`src/rtl/turbo_steuerung_pkg.sv`:
```
// Shared pong control package: turbo FSM state encoding and the default
// turbo timing numbers used by the speed logic and the colour-change stage.
package turbo_steuerung_pkg;

  // Turbo controller state encoding (2-bit)
  typedef enum logic [1:0] {
    ST_COUNT    = 2'd0,
    ST_TURBO    = 2'd1,
    ST_COOLDOWN = 2'd2
  } turbo_state_t;

  // Default game tuning, shared by every consumer of the turbo signal
  localparam int DEF_HITS_FOR_TURBO  = 5;
  localparam int DEF_TURBO_FRAMES    = 300;
  localparam int DEF_COOLDOWN_FRAMES = 120;
  localparam int DEF_CNT_W           = 4;
  localparam int DEF_FRM_W           = 9;

endpackage : turbo_steuerung_pkg

```
`src/rtl/turbo_steuerung_frame_countdown.sv`:
```
// Loadable frame down-counter shared by the TURBO and COOLDOWN phases.
// Priority: clear over load over decrement. zero reflects the stored count.
module turbo_steuerung_frame_countdown #(
  parameter int FRM_W = 9
) (
  input  logic             clk,
  input  logic             reset_n,
  input  logic             clr,
  input  logic             load,
  input  logic [FRM_W-1:0] load_val,
  input  logic             dec,
  output logic [FRM_W-1:0] cnt,
  output logic             zero
);

  logic [FRM_W-1:0] cnt_r;

  // Count register: synchronous reset, clear, load, or decrement (never below 0)
  always_ff @(posedge clk) begin
    if (!reset_n) begin
      cnt_r <= {FRM_W{1'b0}};
    end else if (clr) begin
      cnt_r <= {FRM_W{1'b0}};
    end else if (load) begin
      cnt_r <= load_val;
    end else if (dec && (cnt_r != {FRM_W{1'b0}})) begin
      cnt_r <= cnt_r - {{(FRM_W-1){1'b0}}, 1'b1};
    end else begin
      cnt_r <= cnt_r;
    end
  end

  assign cnt  = cnt_r;
  assign zero = (cnt_r == {FRM_W{1'b0}});

endmodule : turbo_steuerung_frame_countdown

```
`src/rtl/turbo_steuerung.sv`:
```
// Turbo controller: counts paddle hits within a rally, raises turbo for a
// fixed number of frames once the hit threshold is reached, then enforces a
// cooldown. A lost ball ends the rally and cancels everything immediately.
module turbo_steuerung
  import turbo_steuerung_pkg::*;
#(
  parameter int HITS_FOR_TURBO  = DEF_HITS_FOR_TURBO,
  parameter int TURBO_FRAMES    = DEF_TURBO_FRAMES,
  parameter int COOLDOWN_FRAMES = DEF_COOLDOWN_FRAMES,
  parameter int CNT_W           = DEF_CNT_W,
  parameter int FRM_W           = DEF_FRM_W
) (
  input  logic             clk,
  input  logic             reset_n,
  input  logic             frame_tick,
  input  logic             paddle_hit,
  input  logic             ball_lost,
  output logic             turbo,
  output logic             turbo_start,
  output logic [CNT_W-1:0] hit_count
);

  localparam logic [CNT_W-1:0] HITS_C      = CNT_W'(HITS_FOR_TURBO);
  localparam logic [FRM_W-1:0] TURBO_LD_C  = FRM_W'(TURBO_FRAMES - 1);
  localparam logic [FRM_W-1:0] COOL_LD_C   = FRM_W'(COOLDOWN_FRAMES - 1);
  localparam logic [CNT_W-1:0] CNT_ONE_C   = {{(CNT_W-1){1'b0}}, 1'b1};

  turbo_state_t     state_r;
  logic [CNT_W-1:0] hit_count_r;
  logic             turbo_r;
  logic             turbo_start_r;

  logic [CNT_W-1:0] hit_next_s;
  logic             hit_trigger_s;
  logic             fc_clr_s;
  logic             fc_load_s;
  logic             fc_dec_s;
  logic [FRM_W-1:0] fc_load_val_s;
  logic [FRM_W-1:0] fc_cnt_s;
  logic             fc_zero_s;

  assign hit_next_s    = hit_count_r + CNT_ONE_C;
  assign hit_trigger_s = paddle_hit && (hit_next_s == HITS_C);

  // Frame counter control: load on phase entry, decrement on ticks, clear on rally end
  always_comb begin
    fc_clr_s      = 1'b0;
    fc_load_s     = 1'b0;
    fc_dec_s      = 1'b0;
    fc_load_val_s = {FRM_W{1'b0}};
    if (ball_lost) begin
      fc_clr_s = 1'b1;
    end else begin
      case (state_r)
        ST_COUNT: begin
          // A coincident frame_tick must not touch the freshly loaded count
          if (hit_trigger_s) begin
            fc_load_s     = 1'b1;
            fc_load_val_s = TURBO_LD_C;
          end else begin
            fc_load_s = 1'b0;
          end
        end
        ST_TURBO: begin
          if (frame_tick && fc_zero_s) begin
            fc_load_s     = 1'b1;
            fc_load_val_s = COOL_LD_C;
          end else if (frame_tick) begin
            fc_dec_s = 1'b1;
          end else begin
            fc_dec_s = 1'b0;
          end
        end
        ST_COOLDOWN: begin
          if (frame_tick && fc_zero_s) begin
            fc_clr_s = 1'b1;
          end else if (frame_tick) begin
            fc_dec_s = 1'b1;
          end else begin
            fc_dec_s = 1'b0;
          end
        end
        default: begin
          fc_clr_s = 1'b1;
        end
      endcase
    end
  end

  turbo_steuerung_frame_countdown #(
    .FRM_W (FRM_W)
  ) u_frame_countdown (
    .clk      (clk),
    .reset_n  (reset_n),
    .clr      (fc_clr_s),
    .load     (fc_load_s),
    .load_val (fc_load_val_s),
    .dec      (fc_dec_s),
    .cnt      (fc_cnt_s),
    .zero     (fc_zero_s)
  );

  // Turbo FSM with hit counter and registered turbo/turbo_start outputs
  always_ff @(posedge clk) begin
    if (!reset_n) begin
      state_r       <= ST_COUNT;
      hit_count_r   <= {CNT_W{1'b0}};
      turbo_r       <= 1'b0;
      turbo_start_r <= 1'b0;
    end else begin
      turbo_start_r <= 1'b0;
      if (ball_lost) begin
        state_r     <= ST_COUNT;
        hit_count_r <= {CNT_W{1'b0}};
        turbo_r     <= 1'b0;
      end else begin
        case (state_r)
          ST_COUNT: begin
            turbo_r <= 1'b0;
            if (hit_trigger_s) begin
              hit_count_r   <= hit_next_s;
              state_r       <= ST_TURBO;
              turbo_r       <= 1'b1;
              turbo_start_r <= 1'b1;
            end else if (paddle_hit) begin
              hit_count_r <= hit_next_s;
            end else begin
              hit_count_r <= hit_count_r;
            end
          end
          ST_TURBO: begin
            // Hits are ignored here; hit_count stays at the threshold
            if (frame_tick && fc_zero_s) begin
              state_r <= ST_COOLDOWN;
              turbo_r <= 1'b0;
            end else begin
              turbo_r <= 1'b1;
            end
          end
          ST_COOLDOWN: begin
            turbo_r <= 1'b0;
            if (frame_tick && fc_zero_s) begin
              state_r     <= ST_COUNT;
              hit_count_r <= {CNT_W{1'b0}};
            end else begin
              state_r <= ST_COOLDOWN;
            end
          end
          default: begin
            state_r     <= ST_COUNT;
            hit_count_r <= {CNT_W{1'b0}};
            turbo_r     <= 1'b0;
          end
        endcase
      end
    end
  end

  assign turbo       = turbo_r;
  assign turbo_start = turbo_start_r;
  assign hit_count   = hit_count_r;

endmodule : turbo_steuerung
```
`config.mk`:
```
export PLATFORM = sky130hd
export DESIGN_NAME = turbo_steuerung
export DESIGN_NICKNAME = d
export VERILOG_FILES = /design/src/rtl/turbo_steuerung_pkg.sv /design/src/rtl/turbo_steuerung_frame_countdown.sv /design/src/rtl/turbo_steuerung.sv
export SDC_FILE = /design/constraint.sdc
export NUM_CORES = 1
export LEC_CHECK = 0
export ABC_AREA = 1
export ABC_CLOCK_PERIOD_IN_PS = 4400
export CAP_MARGIN = 20
export CORE_MARGIN = 8
export CORE_UTILIZATION = 56
export CTS_BUF_LIST = sky130_fd_sc_hd__clkbuf_4 sky130_fd_sc_hd__clkbuf_8
export DETAILED_ROUTE_END_ITERATION = 8
export PLACE_DENSITY = 0.78
export SKIP_CTS_REPAIR_TIMING = 1
export SYNTH_ARGS = -nofsm -noshare
export SYNTH_HDL_FRONTEND = slang
export SYNTH_HIERARCHICAL = 1
export SYNTH_SLANG_ARGS = --single-unit
```
`constraint.sdc`:
```
create_clock -name clk -period 4.4 [get_ports clk]
set_clock_uncertainty 0.1 [all_clocks]
set_input_delay 0.88 -clock clk [delete_from_list [all_inputs] [get_ports clk]]
set_output_delay 0.88 -clock clk [all_outputs]
set_load 0.005 [all_outputs]
```
Yosys cells after proc, flatten, opt, wreduce, memory -nomap -nowiden
Cells that the tools add are included.
Storage, ports and cells
  flip-flop bits (word level): 17
  bits in writable memories: 0
  logic and storage cells: 57
  bits in latches: 0
  memory bits (read-only): 0
  memories kept: 0
Cells by class
  equal/unequal tests: 7
  shift-type cells: 0
  add/sub/neg operators: 2
  divide/modulo/power cells: 0
  reduce and logical (&&, ||, !) cells: 14
  order comparisons: 0
  bitwise logic cells: 3
  $mul: 0
  multiplexer cells: 26
Operator list (number)
  two-way mux 9 bit: 4
  case mux 9 bit (2 select lines): 1
  two-way mux 4 bit: 3
  case mux 4 bit (3 select lines): 1
  logical NOT 9 bit: 1
  two-way mux 1 bit: 9
  nonzero test 9 bit: 1
  subtractor 9 x 1 -> 9 bit, second input constant: 1
  OR reduction 2 bit: 4
  two-way mux 7 bit: 1
  two-way mux 2 bit: 3
  inequality test 2 bit, second input constant: 3
  case mux 1 bit (2 select lines): 3
  case mux 2 bit (3 select lines): 1
  adder 4 x 1 -> 4 bit, second input constant: 1
  equality test 4 x 3 -> 1 bit, second input constant: 1
  logical AND 1 bit: 3
  inequality test 3 bit, second input constant: 1
  inverter 1 bit: 3
  AND reduction 3 bit: 1
  OR reduction 3 bit: 1
  equality test 2 x 1 -> 1 bit, second input constant: 1
  equality test 2 bit, second input constant: 1
  logical NOT 2 bit: 1
  2 further kinds: 2

Longest topological paths before layout
  depth after elaboration: 8
  gate-level depth with buffers: 17
  depth with buffers taken out: 16

Hierarchy
Netlist, hierarchy kept.
Modules (own cells, without submodules)
  turbo_steuerung_frame_countdown: cells each 102, area each 653.1 um^2, instances 1
  turbo_steuerung: cells each 81, area each 546.8 um^2, instances 1

Worst setup path before layout
Ideal clock, no wire load.
  path type: flip-flop to flip-flop
  start: register u_frame_countdown.cnt_r[0], in the netlist u_frame_countdown/cnt[0]
  end: register u_frame_countdown.cnt_r[8], in the netlist u_frame_countdown/cnt[8]
  setup slack: 1963 ps
  stages on the path, launching flop included: 18
  data arrival time: 2223 ps
  path through: dfxtp_1 -> inv_1 -> ha_1 -> nand2_2 -> nor2_4 -> nand2_4 -> inv_1 -> nand2_1 -> inv_1 -> nand2_1 -> o21ai_0 -> buf_2 -> inv_2 -> buf_2 -> nor2_1 -> nor2_1 -> o21ai_1 -> nor2_1
Between the ends
  elaborated cells between the ends (all ways): 17
RTL lines
  start, declared: line turbo_steuerung_frame_countdown.sv:16  | logic [FRM_W-1:0] cnt_r;
  start signal, assigned: line turbo_steuerung_frame_countdown.sv:21  | cnt_r <= {FRM_W{1'b0}};
  start signal, assigned: line turbo_steuerung_frame_countdown.sv:23  | cnt_r <= {FRM_W{1'b0}};
  start signal, assigned: line turbo_steuerung_frame_countdown.sv:25  | cnt_r <= load_val;
  logical NOT 9 bit (*): line turbo_steuerung_frame_countdown.sv:34  | assign zero = (cnt_r == {FRM_W{1'b0}});
  via fc_zero_s: line turbo_steuerung.sv:40  | logic fc_zero_s;
  logical AND 1 bit (*): line turbo_steuerung.sv:65  | if (frame_tick && fc_zero_s) begin
  two-way mux 1 bit (*): line turbo_steuerung.sv:65
  case mux 1 bit (2 select lines) (*): line turbo_steuerung.sv:54  | case (state_r)
  two-way mux 1 bit (*): line turbo_steuerung.sv:51  | if (ball_lost) begin
  via fc_load_s: line turbo_steuerung.sv:36  | logic fc_load_s;
  two-way mux 9 bit / nonzero test 2 bit (equally long branches)
The timed path passes the listed nets; every way through them passes the cells marked *. The select of a mux whose other input is x is not followed.
A chain may end at the register's enable or synchronous reset.

Worst setup path in the final report
  start: register u_frame_countdown.cnt_r[0], in the netlist u_frame_countdown/cnt[0]
  end: register u_frame_countdown.cnt_r[4], in the netlist u_frame_countdown/cnt[4]
Same word-level chain as after synthesis.

==> metrics.txt <==
# TYPE chip_impl_metric gauge
chip_impl_info{name="outcome",value="finished clean"} 1
chip_impl_metric{name="cts-buffers-inserted",unit=""} 3
chip_impl_metric{name="grt_overflow",unit=""} 0
chip_impl_metric{name="clock_latency_on_the_worst_skew_pair",unit="ns"} 0.29
chip_impl_metric{name="cellPowerDensity",unit="nW/um^2"} 195
chip_impl_metric{name="fill_cells",unit=""} 185
chip_impl_metric{name="number_of_global_route_vias_before_repair",unit=""} 1067
chip_impl_metric{name="drv_cap",unit=""} 0
chip_impl_metric{name="route.final.wire_length",unit="mm"} 2.54
chip_impl_metric{name="detail-route-antenna-nets",unit=""} 0
chip_impl_metric{name="slew_viol_final",unit=""} 0
chip_impl_metric{name="grt_util_all_layers",unit="%"} 13.2
chip_impl_metric{name="setup_tns",unit="ns"} 0
chip_impl_metric{name="worst-endpoint-required",unit="ns"} 4.50
chip_impl_metric{name="wire_length_of_the_first_global_routing_pass",unit="mm"} 4.37
chip_impl_metric{name="place.port_buffers",unit=""} 10
chip_impl_metric{name="synth_area_per_cell",unit="sq um"} 6.56
chip_impl_metric{name="detailed_place_hpwl",unit="mm"} 1.91
chip_impl_info{name="clk_root_buffer_cell",value="sky130_fd_sc_hd__clkbuf_4"} 1
chip_impl_info{name="synth.area.top_cells",value="sky130_fd_sc_hd__dfxtp_1 28%, sky130_fd_sc_hd__nand2_1 12%, sky130_fd_sc_hd__nand3_1 7.9%, sky130_fd_sc_hd__inv_1 7.5%, sky130_fd_sc_hd__nor2_1 6.9%"} 1
chip_impl_metric{name="async_flop_share",unit="%"} 0
chip_impl_metric{name="dpl_cell_area",unit="sq um"} 1320
chip_impl_metric{name="slew_headroom",unit="%"} 52.2
chip_impl_metric{name="cell_row_count",unit=""} 16
chip_impl_metric{name="layout_min_cycle_time",unit="ns"} 2.87
chip_impl_metric{name="synthesized_netlist_net_count",unit=""} 194
chip_impl_metric{name="area_of_the_core",unit="sq um"} 2000
chip_impl_metric{name="cts.sink_count",unit=""} 17
chip_impl_info{name="critPathCaptureType",value="register"} 1
chip_impl_metric{name="grt_start_max_net_pins",unit=""} 17
chip_impl_metric{name="synth-warning-count",unit=""} 6
chip_impl_metric{name="drc",unit=""} 0
chip_impl_metric{name="htree_num_levels",unit=""} 1
chip_impl_metric{name="routedWlPerCell",unit="um"} 11.4
chip_impl_metric{name="avgViaCountPerCell",unit=""} 5.18
chip_impl_metric{name="number_of_antenna_violations_at_the_first_check_in_global_routing",unit=""} 0
chip_impl_metric{name="drt_pass1_iterations",unit=""} 4
chip_impl_info{name="rsz0062_at_grt",value="false"} 1
chip_impl_info{name="synth.top_cells.by_count",value="39 x sky130_fd_sc_hd__nand2_1, 24 x sky130_fd_sc_hd__inv_1, 22 x sky130_fd_sc_hd__nor2_1, 19 x sky130_fd_sc_hd__nand3_1, 17 x sky130_fd_sc_hd__dfxtp_1"} 1
chip_impl_info{name="tritoncts",value="yes"} 1
chip_impl_metric{name="synth_cell_types",unit=""} 24
chip_impl_metric{name="hold_viol",unit=""} 0
chip_impl_metric{name="fp.dieArea",unit="sq um"} 3880
chip_impl_metric{name="min_period_over_period",unit="%"} 65.1
chip_impl_info{name="worstSetupPathType",value="register to register"} 1
chip_impl_metric{name="synthesis.instances",unit=""} 183
chip_impl_metric{name="last_weighted_congestion_value_of_the_routability_driven_placer",unit=""} 0.853
chip_impl_metric{name="dieHeight",unit="um"} 62.3
chip_impl_metric{name="worstMarginPinSlew",unit="ns"} 0.712
chip_impl_metric{name="mappedNetlistArea",unit="sq um"} 1200
chip_impl_metric{name="initial_core_util",unit="%"} 59.9
chip_impl_info{name="critical_path.startpoint_type",value="register"} 1
chip_impl_info{name="synth.largest_area_cell",value="sky130_fd_sc_hd__dfxtp_1"} 1
chip_impl_metric{name="cts_max_path_buffers",unit=""} 2
chip_impl_metric{name="synth_seq_area_share",unit="%"} 28.4
chip_impl_metric{name="max-vdd-ir-drop",unit="mV"} 0.143
chip_impl_metric{name="num_vias",unit=""} 1155
chip_impl_metric{name="setup_viol",unit=""} 0
chip_impl_info{name="yosys.cell_count.top_type",value="sky130_fd_sc_hd__nand2_1"} 1
chip_impl_info{name="hold_class",value="register to register"} 1
chip_impl_metric{name="first_iter_violations",unit=""} 43
chip_impl_metric{name="timing.critical_path.fanout_max",unit=""} 16
chip_impl_metric{name="final_cell_area",unit="sq um"} 1360
chip_impl_info{name="synth_ff_type",value="sky130_fd_sc_hd__dfxtp_1"} 1
chip_impl_metric{name="ioPinCount",unit=""} 11
chip_impl_metric{name="flow.area_growth_from_synthesis",unit="%"} 13.2
chip_impl_metric{name="path_clk_slew",unit="ns"} 0.10
chip_impl_metric{name="synth_top_area_share",unit="%"} 28.4
chip_impl_metric{name="drive_gt1_share",unit="%"} 13.3
chip_impl_metric{name="nets",unit=""} 208
chip_impl_metric{name="timing.fmax",unit="MHz"} 349
chip_impl_metric{name="p_leak",unit="nW"} 0.563
chip_impl_metric{name="cp_data_arrival_time",unit="ns"} 2.97
chip_impl_metric{name="synth-seq-cells",unit=""} 17
chip_impl_metric{name="die_width",unit="um"} 62.3
chip_impl_metric{name="diodes",unit=""} 0
chip_impl_metric{name="synth_enable_flop_cells",unit=""} 0
## cells in the final DEF (no fill, tap or decap), drive strengths merged
master,instances
nand3b,1
nand4,4
nor2,27
clkbuf,4
buf,1
dfxtp,17
nor3,2
o22ai,1
o211ai,1
inv,28
xnor2,1
o21ai,10
ha,6
clkdlybuf4s50,10
nand2,50
a21oi,13
conb,1
nand3,19
## worst paths after layout
kind | cells after the start | to | slack (ns) | start
hold / removal | 2 | state_r[0] | 0.40 | state_r[0]
hold reg to reg | 2 | state_r[0] | 0.40 | state_r[0]
setup / recovery | 16 | u_frame_countdown/cnt[4] | 1.53 | u_frame_countdown/cnt[0]
setup reg to reg | 16 | u_frame_countdown/cnt[4] | 1.53 | u_frame_countdown/cnt[0]
## report_power, final
group	total [mW]	switching [mW]	internal (mW)
logic	0.0182	0.0106	0.00762
clock network	0.0907	0.0492	0.0415
registers	0.155	0.000903	0.154
## flip-flops by register name, indices dropped and copies added, names as in the netlist
name	cells
hit_count	4
turbo	1
state_r	2
turbo_start	1
u_frame_countdown/cnt	9
## metrics by stage
step                setup slack (ns)  power [mW]  utilization (%)  cells  hold WS [ns]
floorplan                       1.96       0.169                -    183         0.361
global placement                1.06       0.177             66.1    218         0.378
detailed placement             0.936       0.177             66.1    218         0.390
CTS                             1.08       0.267             67.6    222         0.402
global route                    1.31       0.278             67.9    223         0.445
finish                          1.53       0.264             67.9    223         0.401
## cell type report
class,instances,area (sq um),share of cell area [%]
Sequential cell,17,340,25.0
Tap cell,27,33.8,2.49
Clock buffer,4,30.0,2.21
Multi-Input combinational cell,136,744,54.8
Inverter,28,105,7.73
Timing Repair Buffer,11,105,7.73
## worst max-delay path, cell delays in order (launching register included)
cell	delay (ns)
sky130_fd_sc_hd__dfxtp_1	0.33
sky130_fd_sc_hd__inv_1	0.13
sky130_fd_sc_hd__ha_1	0.29
sky130_fd_sc_hd__nand2_2	0.11
sky130_fd_sc_hd__nor2_4	0.14
sky130_fd_sc_hd__nand2_4	0.08
sky130_fd_sc_hd__inv_1	0.08
sky130_fd_sc_hd__nand2_1	0.06
sky130_fd_sc_hd__inv_1	0.10
sky130_fd_sc_hd__nand2_1	0.07
sky130_fd_sc_hd__o21ai_0	0.37
sky130_fd_sc_hd__buf_2	0.28
sky130_fd_sc_hd__inv_2	0.17
sky130_fd_sc_hd__o21ai_0	0.27
sky130_fd_sc_hd__nand2_2	0.08
sky130_fd_sc_hd__inv_1	0.05
sky130_fd_sc_hd__nor2_1	0.04
## layer usage
metal	part of all wire, %	GRT usage [%]	vias up
li1	-	-	610
met1	48	16.3	510
met2	45	20.6	26
met3	4.7	3.76	9
met4	2.0	5.98	0
met5	0	0	-
## logic make-up after synthesis
logic type / count (synthesis) / synth area share (%)
and+or+nand+nor: 103 / 43.7
other: 1 / 0.313
AOI/OAI and AO/OA: 25 / 11.1
DFF: 17 / 28.4
buffers and inverters: 30 / 9.59
adders and majority gates: 6 / 6.26
xor gates and xnor gates: 1 / 0.730
(Power assumes the default switching activity.)
